### config.mk
export PLATFORM = sky130hd
export DESIGN_NAME = flt_seq_ctrl_flat
export DESIGN_NICKNAME = d
export VERILOG_FILES = /design/src/rtl/flt_seq_ctrl_if.sv /design/src/rtl/flt_seq_ctrl.sv /design/src/flat_wrapper.sv
export SDC_FILE = /design/constraint.sdc
export NUM_CORES = 1
export LEC_CHECK = 0
export CAP_MARGIN = 20
export CORE_MARGIN = 2
export CORE_UTILIZATION = 43
export CTS_CLUSTER_DIAMETER = 120
export DETAILED_ROUTE_END_ITERATION = 10
export PLACE_DENSITY = 0.78
export SYNTH_ARGS = -nofsm -noshare
export SYNTH_HDL_FRONTEND = slang
export SYNTH_SLANG_ARGS = --single-unit
export TNS_END_PERCENT = 10
### constraint.sdc
create_clock -name Clk_CI -period 2.25 [get_ports Clk_CI]
set_input_delay 0.45 -clock Clk_CI [delete_from_list [all_inputs] [get_ports Clk_CI]]
set_output_delay 0.45 -clock Clk_CI [all_outputs]
set_load 0.02 [all_outputs]
### src/rtl/flt_seq_ctrl_if.sv
// Configuration-source and FLT-side pins of the FLT sequencer, grouped as one bundle.
// Drivers are the source/bench (master); the sequencer uses the slave view.
interface flt_seq_ctrl_if #(
  parameter int ADDR_WIDTH = 5,
  parameter int MEM_WIDTH  = 32
) ();
  logic                  Start_SI;
  logic                  ParValid_SI;
  logic [MEM_WIDTH-1:0]  ParData_DI;
  logic                  ParReady_SO;
  logic                  FltRst_RBO;
  logic                  WrEn_SO;
  logic [ADDR_WIDTH-1:0] Addr_DO;
  logic [MEM_WIDTH-1:0]  PAR_Out_DO;
  logic                  FltValid_SO;
  logic                  Busy_SO;
  logic                  Done_SO;

  modport master (
    output Start_SI, ParValid_SI, ParData_DI,
    input  ParReady_SO, FltRst_RBO, WrEn_SO, Addr_DO, PAR_Out_DO,
           FltValid_SO, Busy_SO, Done_SO
  );

  modport slave (
    input  Start_SI, ParValid_SI, ParData_DI,
    output ParReady_SO, FltRst_RBO, WrEn_SO, Addr_DO, PAR_Out_DO,
           FltValid_SO, Busy_SO, Done_SO
  );
endinterface

### src/rtl/flt_seq_ctrl.sv
// FLT sequencer: reset FLT, stream NUM_PAR parameter words into it, wait out warm-up, flag valid.
// Outputs are registered (one cycle after a handshake); ParReady is combinational and stalls are unbounded.
module flt_seq_ctrl #(
  parameter int ADDR_WIDTH = 5,
  parameter int MEM_WIDTH  = 32,
  parameter int NUM_PAR    = 24,
  parameter int RST_CYC    = 2,
  parameter int WARMUP_CYC = 20,
  parameter int CNT_WIDTH  = 8
) (
  input  logic          Clk_CI,
  input  logic          Rst_RI,
  flt_seq_ctrl_if.slave bus
);

  typedef enum logic [2:0] {
    ST_IDLE = 3'd0,
    ST_RST  = 3'd1,
    ST_LOAD = 3'd2,
    ST_WARM = 3'd3,
    ST_RUN  = 3'd4
  } state_e;

  localparam logic [CNT_WIDTH-1:0] CNT_ONE   = CNT_WIDTH'(1);
  localparam logic [CNT_WIDTH-1:0] RST_LAST  = CNT_WIDTH'(RST_CYC - 1);
  localparam logic [CNT_WIDTH-1:0] PAR_LAST  = CNT_WIDTH'(NUM_PAR - 1);
  localparam logic [CNT_WIDTH-1:0] WARM_LAST = CNT_WIDTH'(WARMUP_CYC - 1);

  state_e                state_q, state_d;
  logic [CNT_WIDTH-1:0]  cnt_q, cnt_d;
  logic                  fltrst_q, fltrst_d;
  logic                  wren_q, wren_d;
  logic [ADDR_WIDTH-1:0] addr_q, addr_d;
  logic [MEM_WIDTH-1:0]  data_q, data_d;
  logic                  fltvalid_q, fltvalid_d;
  logic                  busy_q, busy_d;
  logic                  done_q, done_d;
  logic                  par_rdy;
  logic                  par_hs;

  assign par_rdy = (state_q == ST_LOAD);
  assign par_hs  = bus.ParValid_SI && par_rdy;

  // One counter serves all timed states: reset hold, word index and warm-up.
  always_comb begin : next_state
    state_d = state_q;
    cnt_d   = cnt_q;
    unique case (state_q)
      ST_IDLE: begin
        if (bus.Start_SI) begin
          state_d = ST_RST;
          cnt_d   = '0;
        end
      end
      ST_RST: begin
        if (cnt_q == RST_LAST) begin
          state_d = ST_LOAD;
          cnt_d   = '0;
        end else begin
          cnt_d = cnt_q + CNT_ONE;
        end
      end
      ST_LOAD: begin
        if (par_hs) begin
          if (cnt_q == PAR_LAST) begin
            state_d = ST_WARM;
            cnt_d   = '0;
          end else begin
            cnt_d = cnt_q + CNT_ONE;
          end
        end
      end
      ST_WARM: begin
        if (cnt_q == WARM_LAST) begin
          state_d = ST_RUN;
          cnt_d   = '0;
        end else begin
          cnt_d = cnt_q + CNT_ONE;
        end
      end
      ST_RUN: begin
        if (bus.Start_SI) begin
          state_d = ST_RST;
          cnt_d   = '0;
        end
      end
      default: begin
        state_d = ST_IDLE;
        cnt_d   = '0;
      end
    endcase
  end

  // Status outputs are decoded from the next state so they line up with the state register.
  always_comb begin : next_outputs
    fltrst_d   = (state_d == ST_LOAD) || (state_d == ST_WARM) || (state_d == ST_RUN);
    busy_d     = (state_d == ST_RST) || (state_d == ST_LOAD) || (state_d == ST_WARM);
    fltvalid_d = (state_d == ST_RUN);
    done_d     = (state_d == ST_RUN) && (state_q != ST_RUN);
    wren_d     = par_hs;
    addr_d     = addr_q;
    data_d     = data_q;
    if (par_hs) begin
      addr_d = ADDR_WIDTH'(cnt_q);
      data_d = bus.ParData_DI;
    end
  end

  always_ff @(posedge Clk_CI) begin
    if (Rst_RI) begin
      state_q    <= ST_IDLE;
      cnt_q      <= '0;
      fltrst_q   <= 1'b0;
      wren_q     <= 1'b0;
      addr_q     <= '0;
      data_q     <= '0;
      fltvalid_q <= 1'b0;
      busy_q     <= 1'b0;
      done_q     <= 1'b0;
    end else begin
      state_q    <= state_d;
      cnt_q      <= cnt_d;
      fltrst_q   <= fltrst_d;
      wren_q     <= wren_d;
      addr_q     <= addr_d;
      data_q     <= data_d;
      fltvalid_q <= fltvalid_d;
      busy_q     <= busy_d;
      done_q     <= done_d;
    end
  end

  assign bus.ParReady_SO = par_rdy;
  assign bus.FltRst_RBO  = fltrst_q;
  assign bus.WrEn_SO     = wren_q;
  assign bus.Addr_DO     = addr_q;
  assign bus.PAR_Out_DO  = data_q;
  assign bus.FltValid_SO = fltvalid_q;
  assign bus.Busy_SO     = busy_q;
  assign bus.Done_SO     = done_q;

endmodule

### src/flat_wrapper.sv
// flat-port wrapper written by rule: the top's interface ports become plain ports
module flt_seq_ctrl_flat 
#(
  parameter int ADDR_WIDTH = 5,
  parameter int MEM_WIDTH  = 32,
  parameter int NUM_PAR    = 24,
  parameter int RST_CYC    = 2,
  parameter int WARMUP_CYC = 20,
  parameter int CNT_WIDTH  = 8
)
  (Clk_CI, Rst_RI, bus_Start_SI, bus_ParValid_SI, bus_ParData_DI, bus_ParReady_SO, bus_FltRst_RBO, bus_WrEn_SO, bus_Addr_DO, bus_PAR_Out_DO, bus_FltValid_SO, bus_Busy_SO, bus_Done_SO);
  flt_seq_ctrl_if #(.ADDR_WIDTH(ADDR_WIDTH), .MEM_WIDTH(MEM_WIDTH)) bus_i ();
  input  logic Clk_CI;
  input  logic Rst_RI;
  input wire logic [$bits(bus_i.Start_SI)-1:0] bus_Start_SI;
  input wire logic [$bits(bus_i.ParValid_SI)-1:0] bus_ParValid_SI;
  input wire logic [$bits(bus_i.ParData_DI)-1:0] bus_ParData_DI;
  output wire logic [$bits(bus_i.ParReady_SO)-1:0] bus_ParReady_SO;
  output wire logic [$bits(bus_i.FltRst_RBO)-1:0] bus_FltRst_RBO;
  output wire logic [$bits(bus_i.WrEn_SO)-1:0] bus_WrEn_SO;
  output wire logic [$bits(bus_i.Addr_DO)-1:0] bus_Addr_DO;
  output wire logic [$bits(bus_i.PAR_Out_DO)-1:0] bus_PAR_Out_DO;
  output wire logic [$bits(bus_i.FltValid_SO)-1:0] bus_FltValid_SO;
  output wire logic [$bits(bus_i.Busy_SO)-1:0] bus_Busy_SO;
  output wire logic [$bits(bus_i.Done_SO)-1:0] bus_Done_SO;
  assign bus_i.Start_SI = bus_Start_SI;
  assign bus_i.ParValid_SI = bus_ParValid_SI;
  assign bus_i.ParData_DI = bus_ParData_DI;
  assign bus_ParReady_SO = bus_i.ParReady_SO;
  assign bus_FltRst_RBO = bus_i.FltRst_RBO;
  assign bus_WrEn_SO = bus_i.WrEn_SO;
  assign bus_Addr_DO = bus_i.Addr_DO;
  assign bus_PAR_Out_DO = bus_i.PAR_Out_DO;
  assign bus_FltValid_SO = bus_i.FltValid_SO;
  assign bus_Busy_SO = bus_i.Busy_SO;
  assign bus_Done_SO = bus_i.Done_SO;
  flt_seq_ctrl #(.ADDR_WIDTH(ADDR_WIDTH), .MEM_WIDTH(MEM_WIDTH), .NUM_PAR(NUM_PAR), .RST_CYC(RST_CYC), .WARMUP_CYC(WARMUP_CYC), .CNT_WIDTH(CNT_WIDTH)) u_core (.Clk_CI(Clk_CI), .Rst_RI(Rst_RI), .bus(bus_i));
endmodule
==> flow_results.xml, run 1 <==
<?xml version="1.0" encoding="UTF-8"?>
<metrics>
  <group name="die">
    <metric name="placementRows" unit="">25</metric>
    <metric name="dieArea" unit="um^2">5440</metric>
    <metric name="die-width" unit="um">73.8</metric>
    <metric name="core_area" unit="um^2">4720</metric>
    <metric name="ioPinCount" unit="">79</metric>
    <metric name="effective_utilization_at_floorplan" unit="%">44.3</metric>
    <metric name="die_y" unit="um">73.8</metric>
  </group>
  <group name="job">
    <metric name="cap_violations" unit="">0</metric>
  </group>
  <group name="sta">
    <metric name="post_route_clock_period_utilization" unit="%">93.6</metric>
    <metric name="finalSetupViolations" unit="">0</metric>
    <metric name="report.final.slew_viol_count" unit="">0</metric>
    <metric name="hold_viol" unit="">0</metric>
    <metric name="rsz0062_at_grt" unit="">no</metric>
    <metric name="slew-limit-headroom" unit="%">53.8</metric>
    <metric name="fmax" unit="MHz">475</metric>
    <metric name="post-route-worst-setup-slack" unit="ns">0.144</metric>
    <metric name="final.min_clock_period" unit="ns">2.11</metric>
    <metric name="fin_tns_setup" unit="ns">0</metric>
    <metric name="clock_tree_skew_after_final_layout" unit="ns">0.00946</metric>
    <metric name="worst-slew-pin-transition" unit="ns">0.693</metric>
  </group>
  <group name="cells_and_area">
    <metric name="final_net_count" unit="">373</metric>
    <metric name="finalCoreUtilization" unit="%">64.3</metric>
    <metric name="layout.cell_area.non_filler" unit="um^2">3040</metric>
    <metric name="antenna_cells_inserted" unit="">0</metric>
    <metric name="final_layout_size_suffix_gt1_share" unit="%">5.36</metric>
    <metric name="fillerInstances" unit="">418</metric>
    <metric name="syn_to_final_growth" unit="%">44.9</metric>
  </group>
  <group name="critical_path">
    <metric name="startpoint" unit="">u_core.state_q[1]$_SDFF_PP0_</metric>
    <metric name="timing.critical_path.required" unit="ns">1.80</metric>
    <metric name="arrival" unit="ns">1.66</metric>
    <metric name="timing.rr.start" unit="">u_core.cnt_q[0]$_SDFFE_PP0P_</metric>
    <metric name="cp_max_fo" unit="">10</metric>
    <metric name="path_class" unit="">flop to primary output</metric>
    <metric name="start_kind" unit="">flop</metric>
    <metric name="setup.worst_path.end_class" unit="">primary output</metric>
  </group>
  <group name="synthesis">
    <metric name="yosysWarnings" unit="">0</metric>
    <metric name="synthCells" unit="">261</metric>
    <metric name="synth-edff-count" unit="">0</metric>
    <metric name="post_synth.cell_area_avg" unit="um^2">8.02</metric>
    <metric name="synthDominantAreaCellType" unit="">sky130_fd_sc_hd__dfxtp_1</metric>
    <metric name="postSynthNetCount" unit="">299</metric>
    <metric name="synth-seq-area-share" unit="%">50.7</metric>
    <metric name="library_cells_used_by_synthesis" unit="">38</metric>
    <metric name="ys.flop_type" unit="">sky130_fd_sc_hd__dfxtp_1</metric>
    <metric name="yosysTopAreaCellShare" unit="%">50.7</metric>
    <metric name="yosys-top-cells-area" unit="">sky130_fd_sc_hd__dfxtp_1 51%, sky130_fd_sc_hd__nand2_1 15%, sky130_fd_sc_hd__a21oi_1 11%</metric>
    <metric name="synth-async-reset-ratio" unit="%">0</metric>
    <metric name="synth_seq_cells" unit="">53</metric>
    <metric name="post_synth_instance_area" unit="um^2">2090</metric>
  </group>
  <group name="route">
    <metric name="dr.pass1.iters" unit="">4</metric>
    <metric name="postRouteWirelength" unit="um">5210</metric>
    <metric name="initialDrtViolationCount" unit="">152</metric>
    <metric name="drt-vias-per-instance" unit="">4.90</metric>
    <metric name="num_vias" unit="">1973</metric>
    <metric name="route.detailed.drc" unit="">0</metric>
    <metric name="post_drt_wl_per_cell" unit="um">12.9</metric>
    <metric name="detail-route-antenna-nets" unit="">0</metric>
  </group>
  <group name="global_routing">
    <metric name="grt_antenna_before_repair" unit="">0</metric>
    <metric name="gr-total-overflow" unit="">0</metric>
    <metric name="grt_start_max_net_pins" unit="">39</metric>
    <metric name="first_global_vias" unit="">1717</metric>
    <metric name="grt_first_pass_wirelength" unit="um">8050</metric>
    <metric name="grt.total_usage" unit="%">19.0</metric>
  </group>
  <group name="clock_tree">
    <metric name="total_clock_buffers_created_by_cts" unit="">5</metric>
    <metric name="cts_max_path_buffers" unit="">2</metric>
    <metric name="tritoncts" unit="">yes</metric>
    <metric name="cts-htree-levels" unit="">2</metric>
    <metric name="post-cts-setup-buffers" unit="">0</metric>
    <metric name="worst_skew_pair_latency" unit="ns">0.30</metric>
    <metric name="clock-root-buffer" unit="">sky130_fd_sc_hd__clkbuf_8</metric>
    <metric name="numClockSinks" unit="">53</metric>
    <metric name="cts.clk_slew.worst_paths" unit="ns">0.08</metric>
  </group>
  <group name="pwr">
    <metric name="design_power_total" unit="mW">1.62</metric>
    <metric name="peakVddDrop" unit="mV">0.402</metric>
    <metric name="power.static_leakage" unit="nW">0.984</metric>
    <metric name="power_per_cell_area" unit="nW/um^2">533</metric>
  </group>
  <group name="placement">
    <metric name="routability_cong" unit="">0.905</metric>
    <metric name="pre_cts_slack" unit="ns">0.146</metric>
    <metric name="place.detailed.hpwl" unit="um">3660</metric>
    <metric name="detailed_place.area" unit="um^2">2940</metric>
    <metric name="portBuffers" unit="">78</metric>
  </group>
  <group name="outcome">
    <metric name="outcome" unit="">finished clean</metric>
  </group>
  <group name="hold_path">
    <metric name="min_from" unit="">u_core.bus.PAR_Out_DO[1]$_SDFFE_PP0N_</metric>
    <metric name="hold_class" unit="">flop to flop</metric>
  </group>
</metrics>
-- path summary, 6_finish.rpt --
path | endpoint | slack [ns] | cells after the start
hold reg to reg | u_core.bus.PAR_Out_DO[1]$_SDFFE_PP0N_ | 0.45 | 2
setup reg to reg | u_core.cnt_q[7]$_SDFFE_PP0P_ | 0.27 | 7
setup / recovery | bus_ParReady_SO | 0.14 | 2
hold / removal | u_core.bus.PAR_Out_DO[1]$_SDFFE_PP0N_ | 0.45 | 2
-- power breakdown --
part | switching [mW] | total (mW) | internal, mW
Sequential | 0.00602 | 0.950 | 0.944
Clock | 0.302 | 0.522 | 0.220
Combinational | 0.0646 | 0.146 | 0.0815
Total | 0.373 | 1.62 | 1.25
-- repair_timing --
| action | 4_1_cts | 5_1_grt |
|---|---|---|
| gates resized for setup | 1 | 1 |
| hold buffers | 0 | 0 |
| setup endpoints to repair | 1 | 1 |
-- cells by family after synthesis --
family | synth area share, %
AOI/OAI and AO/OA | 16.8
xor gates and xnor gates | 0.418
adders and majority gates | 1.19
buffers and inverters | 4.18
DFF | 50.7
muxes | 0.478
and+or+nand+nor | 26.3
-- synthesized netlist by cell type, types with 3 or more instances --
cell / instances
sky130_fd_sc_hd__nand2_1: 82
sky130_fd_sc_hd__a21oi_1: 44
sky130_fd_sc_hd__nand3_1: 8
sky130_fd_sc_hd__dfxtp_1: 53
sky130_fd_sc_hd__nor2_1: 7
sky130_fd_sc_hd__buf_2: 7
sky130_fd_sc_hd__clkbuf_1: 8
sky130_fd_sc_hd__nand3b_1: 5
sky130_fd_sc_hd__inv_1: 5
sky130_fd_sc_hd__nor3_1: 5
sky130_fd_sc_hd__a211oi_1: 3
-- flip-flops by register name, indices dropped and copies added, names as in the netlist --
name	cells
u_core.bus.WrEn_SO	1
u_core.bus.Busy_SO	1
u_core.bus.Done_SO	1
u_core.cnt_q	8
u_core.bus.Addr_DO	5
u_core.state_q	3
u_core.bus.PAR_Out_DO	32
u_core.bus.FltRst_RBO	1
u_core.bus.FltValid_SO	1
-- cells in the final DEF, fill, tap and decap left out, types with 3 or more instances in the layout --
master                            count
sky130_fd_sc_hd__nand2_1             82
sky130_fd_sc_hd__clkdlybuf4s50_1     78
sky130_fd_sc_hd__dfxtp_1             52
sky130_fd_sc_hd__a21oi_1             44
sky130_fd_sc_hd__nand3_1              8
sky130_fd_sc_hd__nor2_1               7
sky130_fd_sc_hd__inv_1                5
sky130_fd_sc_hd__nor3_1               5
sky130_fd_sc_hd__nand3b_1             5
sky130_fd_sc_hd__clkbuf_8             5
sky130_fd_sc_hd__buf_4                4
sky130_fd_sc_hd__a211oi_1             3
-- layout make-up --
type	count	area [um^2]	area share [%]
multi-input combinational	187	952	31.4
clock inverter	2	15.0	0.495
inverter	5	18.8	0.618
tap	67	83.8	2.76
clock buffer	6	72.6	2.39
timing repair buffer	83	831	27.4
sequential	53	1060	35.0
-- worst max-delay path, cell delays in order (launching register included) --
cell and delay (ns):
sky130_fd_sc_hd__dfxtp_2 0.43, sky130_fd_sc_hd__nor3b_4 0.28, sky130_fd_sc_hd__clkdlybuf4s50_1 0.64
-- stage by stage --
stage	hold WS [ns]	std cells
global route	0.481	403
finish	0.455	403
global placement	0.441	395
floorplan	0.471	261
detailed placement	0.446	395
CTS	0.459	403
-- metal layers --
metal	vias to the layer above	wire (um)	GRT usage (%)
li1	1031	-	-
met1	877	2300	24.3
met2	60	2600	31.4
met3	5	244	3.16
met4	0	72	8.28
met5	-	0	0
(Power assumes the default switching activity.)
==> run 2: changes to the inputs <==
--- a/config.mk
+++ b/config.mk
@@ -7,10 +7,11 @@
 export LEC_CHECK = 0
 export CAP_MARGIN = 20
 export CORE_MARGIN = 2
-export CORE_UTILIZATION = 43
+export CORE_UTILIZATION = 61
 export CTS_CLUSTER_DIAMETER = 120
 export DETAILED_ROUTE_END_ITERATION = 10
-export PLACE_DENSITY = 0.78
+export DONT_BUFFER_PORTS = 1
+export PLACE_DENSITY = 0.77
 export SYNTH_ARGS = -nofsm -noshare
 export SYNTH_HDL_FRONTEND = slang
 export SYNTH_SLANG_ARGS = --single-unit
==> flow_results.xml, run 2 (synthesized netlist as in run 1, its figures left out) <==
<?xml version="1.0" encoding="UTF-8"?>
<metrics>
  <group name="die">
    <metric name="core_area" unit="um^2">3310</metric>
    <metric name="ioPinCount" unit="">79</metric>
    <metric name="die_y" unit="um">62.6</metric>
    <metric name="dieArea" unit="um^2">3920</metric>
    <metric name="effective_utilization_at_floorplan" unit="%">63.3</metric>
    <metric name="placementRows" unit="">21</metric>
    <metric name="die-width" unit="um">62.6</metric>
  </group>
  <group name="clock_tree">
    <metric name="cts-htree-levels" unit="">2</metric>
    <metric name="cts.clk_slew.worst_paths" unit="ns">0.14</metric>
    <metric name="cts_max_path_buffers" unit="">2</metric>
    <metric name="worst_skew_pair_latency" unit="ns">0.35</metric>
    <metric name="numClockSinks" unit="">53</metric>
    <metric name="post-cts-setup-buffers" unit="">0</metric>
    <metric name="tritoncts" unit="">yes</metric>
    <metric name="total_clock_buffers_created_by_cts" unit="">5</metric>
    <metric name="clock-root-buffer" unit="">sky130_fd_sc_hd__clkbuf_4</metric>
  </group>
  <group name="global_routing">
    <metric name="grt_first_pass_wirelength" unit="um">7180</metric>
    <metric name="grt.total_usage" unit="%">22.7</metric>
    <metric name="first_global_vias" unit="">1593</metric>
    <metric name="grt_antenna_before_repair" unit="">0</metric>
    <metric name="gr-total-overflow" unit="">0</metric>
    <metric name="grt_start_max_net_pins" unit="">50</metric>
  </group>
  <group name="placement">
    <metric name="portBuffers" unit="">0</metric>
    <metric name="detailed_place.area" unit="um^2">2120</metric>
    <metric name="routability_cong" unit="">0.926</metric>
    <metric name="placedCellCount" unit="">296</metric>
    <metric name="place.detailed.hpwl" unit="um">2890</metric>
  </group>
  <group name="sta">
    <metric name="slew-limit-headroom" unit="%">56.6</metric>
    <metric name="post_route_clock_period_utilization" unit="%">89.9</metric>
    <metric name="rsz0062_at_grt" unit="">no</metric>
    <metric name="fmax" unit="MHz">495</metric>
    <metric name="clock_tree_skew_after_final_layout" unit="ns">0.00624</metric>
    <metric name="final.min_clock_period" unit="ns">2.02</metric>
    <metric name="finalSetupViolations" unit="">0</metric>
    <metric name="report.final.slew_viol_count" unit="">0</metric>
    <metric name="hold_viol" unit="">0</metric>
    <metric name="fin_tns_setup" unit="ns">0</metric>
    <metric name="worst-slew-pin-transition" unit="ns">0.651</metric>
  </group>
  <group name="cells_and_area">
    <metric name="number_of_flip_flops_under_the_largest_register_name" unit="">32</metric>
    <metric name="layout.cell_area.non_filler" unit="um^2">2190</metric>
    <metric name="final_cells" unit="">303</metric>
    <metric name="mostFrequentLayoutCells" unit="">82 x sky130_fd_sc_hd__nand2_1, 53 x sky130_fd_sc_hd__dfxtp_1, 44 x sky130_fd_sc_hd__a21oi_1</metric>
    <metric name="syn_to_final_growth" unit="%">4.36</metric>
    <metric name="antenna_cells_inserted" unit="">0</metric>
    <metric name="layout.cells.most_common" unit="">sky130_fd_sc_hd__nand2_1</metric>
    <metric name="final_net_count" unit="">295</metric>
    <metric name="final_layout_size_suffix_gt1_share" unit="%">7.00</metric>
  </group>
  <group name="route">
    <metric name="route.detailed.drc" unit="">0</metric>
    <metric name="detail-route-antenna-nets" unit="">0</metric>
    <metric name="postRouteWirelength" unit="um">4290</metric>
    <metric name="post_drt_wl_per_cell" unit="um">14.2</metric>
    <metric name="dr.pass1.iters" unit="">4</metric>
    <metric name="num_vias" unit="">1708</metric>
    <metric name="drt-vias-per-instance" unit="">5.64</metric>
    <metric name="initialDrtViolationCount" unit="">155</metric>
  </group>
  <group name="hold_path">
    <metric name="hold_class" unit="">primary input to flop</metric>
  </group>
  <group name="critical_path">
    <metric name="worst_setup_path_endpoint" unit="">u_core.cnt_q[3]$_SDFFE_PP0P_</metric>
    <metric name="startpoint" unit="">u_core.cnt_q[0]$_SDFFE_PP0P_</metric>
    <metric name="setup.worst_path.end_class" unit="">flop</metric>
    <metric name="timing.critical_path.required" unit="ns">2.50</metric>
    <metric name="arrival" unit="ns">2.28</metric>
    <metric name="cp_max_fo" unit="">10</metric>
    <metric name="timing.rr.start" unit="">u_core.cnt_q[0]$_SDFFE_PP0P_</metric>
    <metric name="worst_r2r_endpoint" unit="">u_core.cnt_q[3]$_SDFFE_PP0P_</metric>
    <metric name="start_kind" unit="">flop</metric>
    <metric name="reg2reg_slack" unit="ns">0.23</metric>
    <metric name="path_class" unit="">flop to flop</metric>
    <metric name="number_of_cells_traversed_by_the_worst_register_to_register_path" unit="">6</metric>
  </group>
  <group name="job">
    <metric name="cap_violations" unit="">0</metric>
  </group>
  <group name="outcome">
    <metric name="outcome" unit="">finished clean</metric>
  </group>
  <group name="pwr">
    <metric name="power.static_leakage" unit="nW">0.693</metric>
    <metric name="peakVddDrop" unit="mV">0.447</metric>
    <metric name="power_per_cell_area" unit="nW/um^2">655</metric>
  </group>
</metrics>
[run 2: per-stage QoR]
stage / worst slack, ns / total power, mW / util, % / hold WS (ns)
3_5_place_dp: 0.237 / 1.03 / 64.1 / 0.505
6_report: 0.228 / 1.43 / 66.0 / 0.145
2_1_floorplan: 0.536 / 1.03 / - / 0.471
3_3_place_gp: 0.427 / 1.03 / 64.1 / 0.495
5_1_grt: 0.0284 / 1.49 / 66.0 / 0.107
4_1_cts: 0.211 / 1.45 / 65.8 / 0.126
[run 2: timing repair]
action / CTS / global route
resized for setup: 0 / 1
endpoints found under the setup margin: 0 / 2
hold buffers: 0 / 0
[run 2: layout make-up]
class,instances,area [um^2]
Timing Repair Buffer,5,37.5
Tap cell,46,57.6
Clock inverter,1,7.51
Inverter,5,18.8
Sequential cell,53,1060
Fill cell,292,1120
Clock buffer,6,51.3
Multi-Input combinational cell,187,952
[run 2: report_power, final]
group / leakage, nW / switching [mW] / internal, mW
Combinational: 0.236 / 0.0344 / 0.0213
Sequential: 0.427 / 0.0112 / 0.946
Clock: 0.0303 / 0.273 / 0.147
Total: 0.693 / 0.319 / 1.11
[run 2: worst min path at each step]
stage / from / end / slack [ns] / cells past startpoint
final: Rst_RI / u_core.bus.PAR_Out_DO[3]$_SDFFE_PP0N_ / 0.14 / 1
after global routing: Rst_RI / u_core.bus.PAR_Out_DO[8]$_SDFFE_PP0N_ / 0.11 / 1
after CTS: Rst_RI / u_core.bus.PAR_Out_DO[9]$_SDFFE_PP0N_ / 0.13 / 1
after detailed placement: u_core.cnt_q[6]$_SDFFE_PP0P_ / u_core.cnt_q[6]$_SDFFE_PP0P_ / 0.51 / 2
after global placement: u_core.cnt_q[1]$_SDFFE_PP0P_ / u_core.cnt_q[1]$_SDFFE_PP0P_ / 0.50 / 2
after floorplan: u_core.cnt_q[6]$_SDFFE_PP0P_ / u_core.cnt_q[6]$_SDFFE_PP0P_ / 0.47 / 2
[run 2: worst max-delay path, cell delays in order (launching register included)]
cell and delay (ns):
sky130_fd_sc_hd__dfxtp_1 0.46, sky130_fd_sc_hd__ha_1 0.29, sky130_fd_sc_hd__nand3b_1 0.18, sky130_fd_sc_hd__nor4_2 0.37, sky130_fd_sc_hd__o32ai_2 0.26, sky130_fd_sc_hd__a31oi_1 0.26
sky130_fd_sc_hd__mux2i_1 0.10
[run 2: metal layers]
metal  up-vias  track usage [%]  part of all wire, %
li1        868                -                    -
met1       776             27.8                   43
met2        62             38.3                   48
met3         2             8.29                  8.6
met4         0             5.00                 0.40
met5         -                0                    0
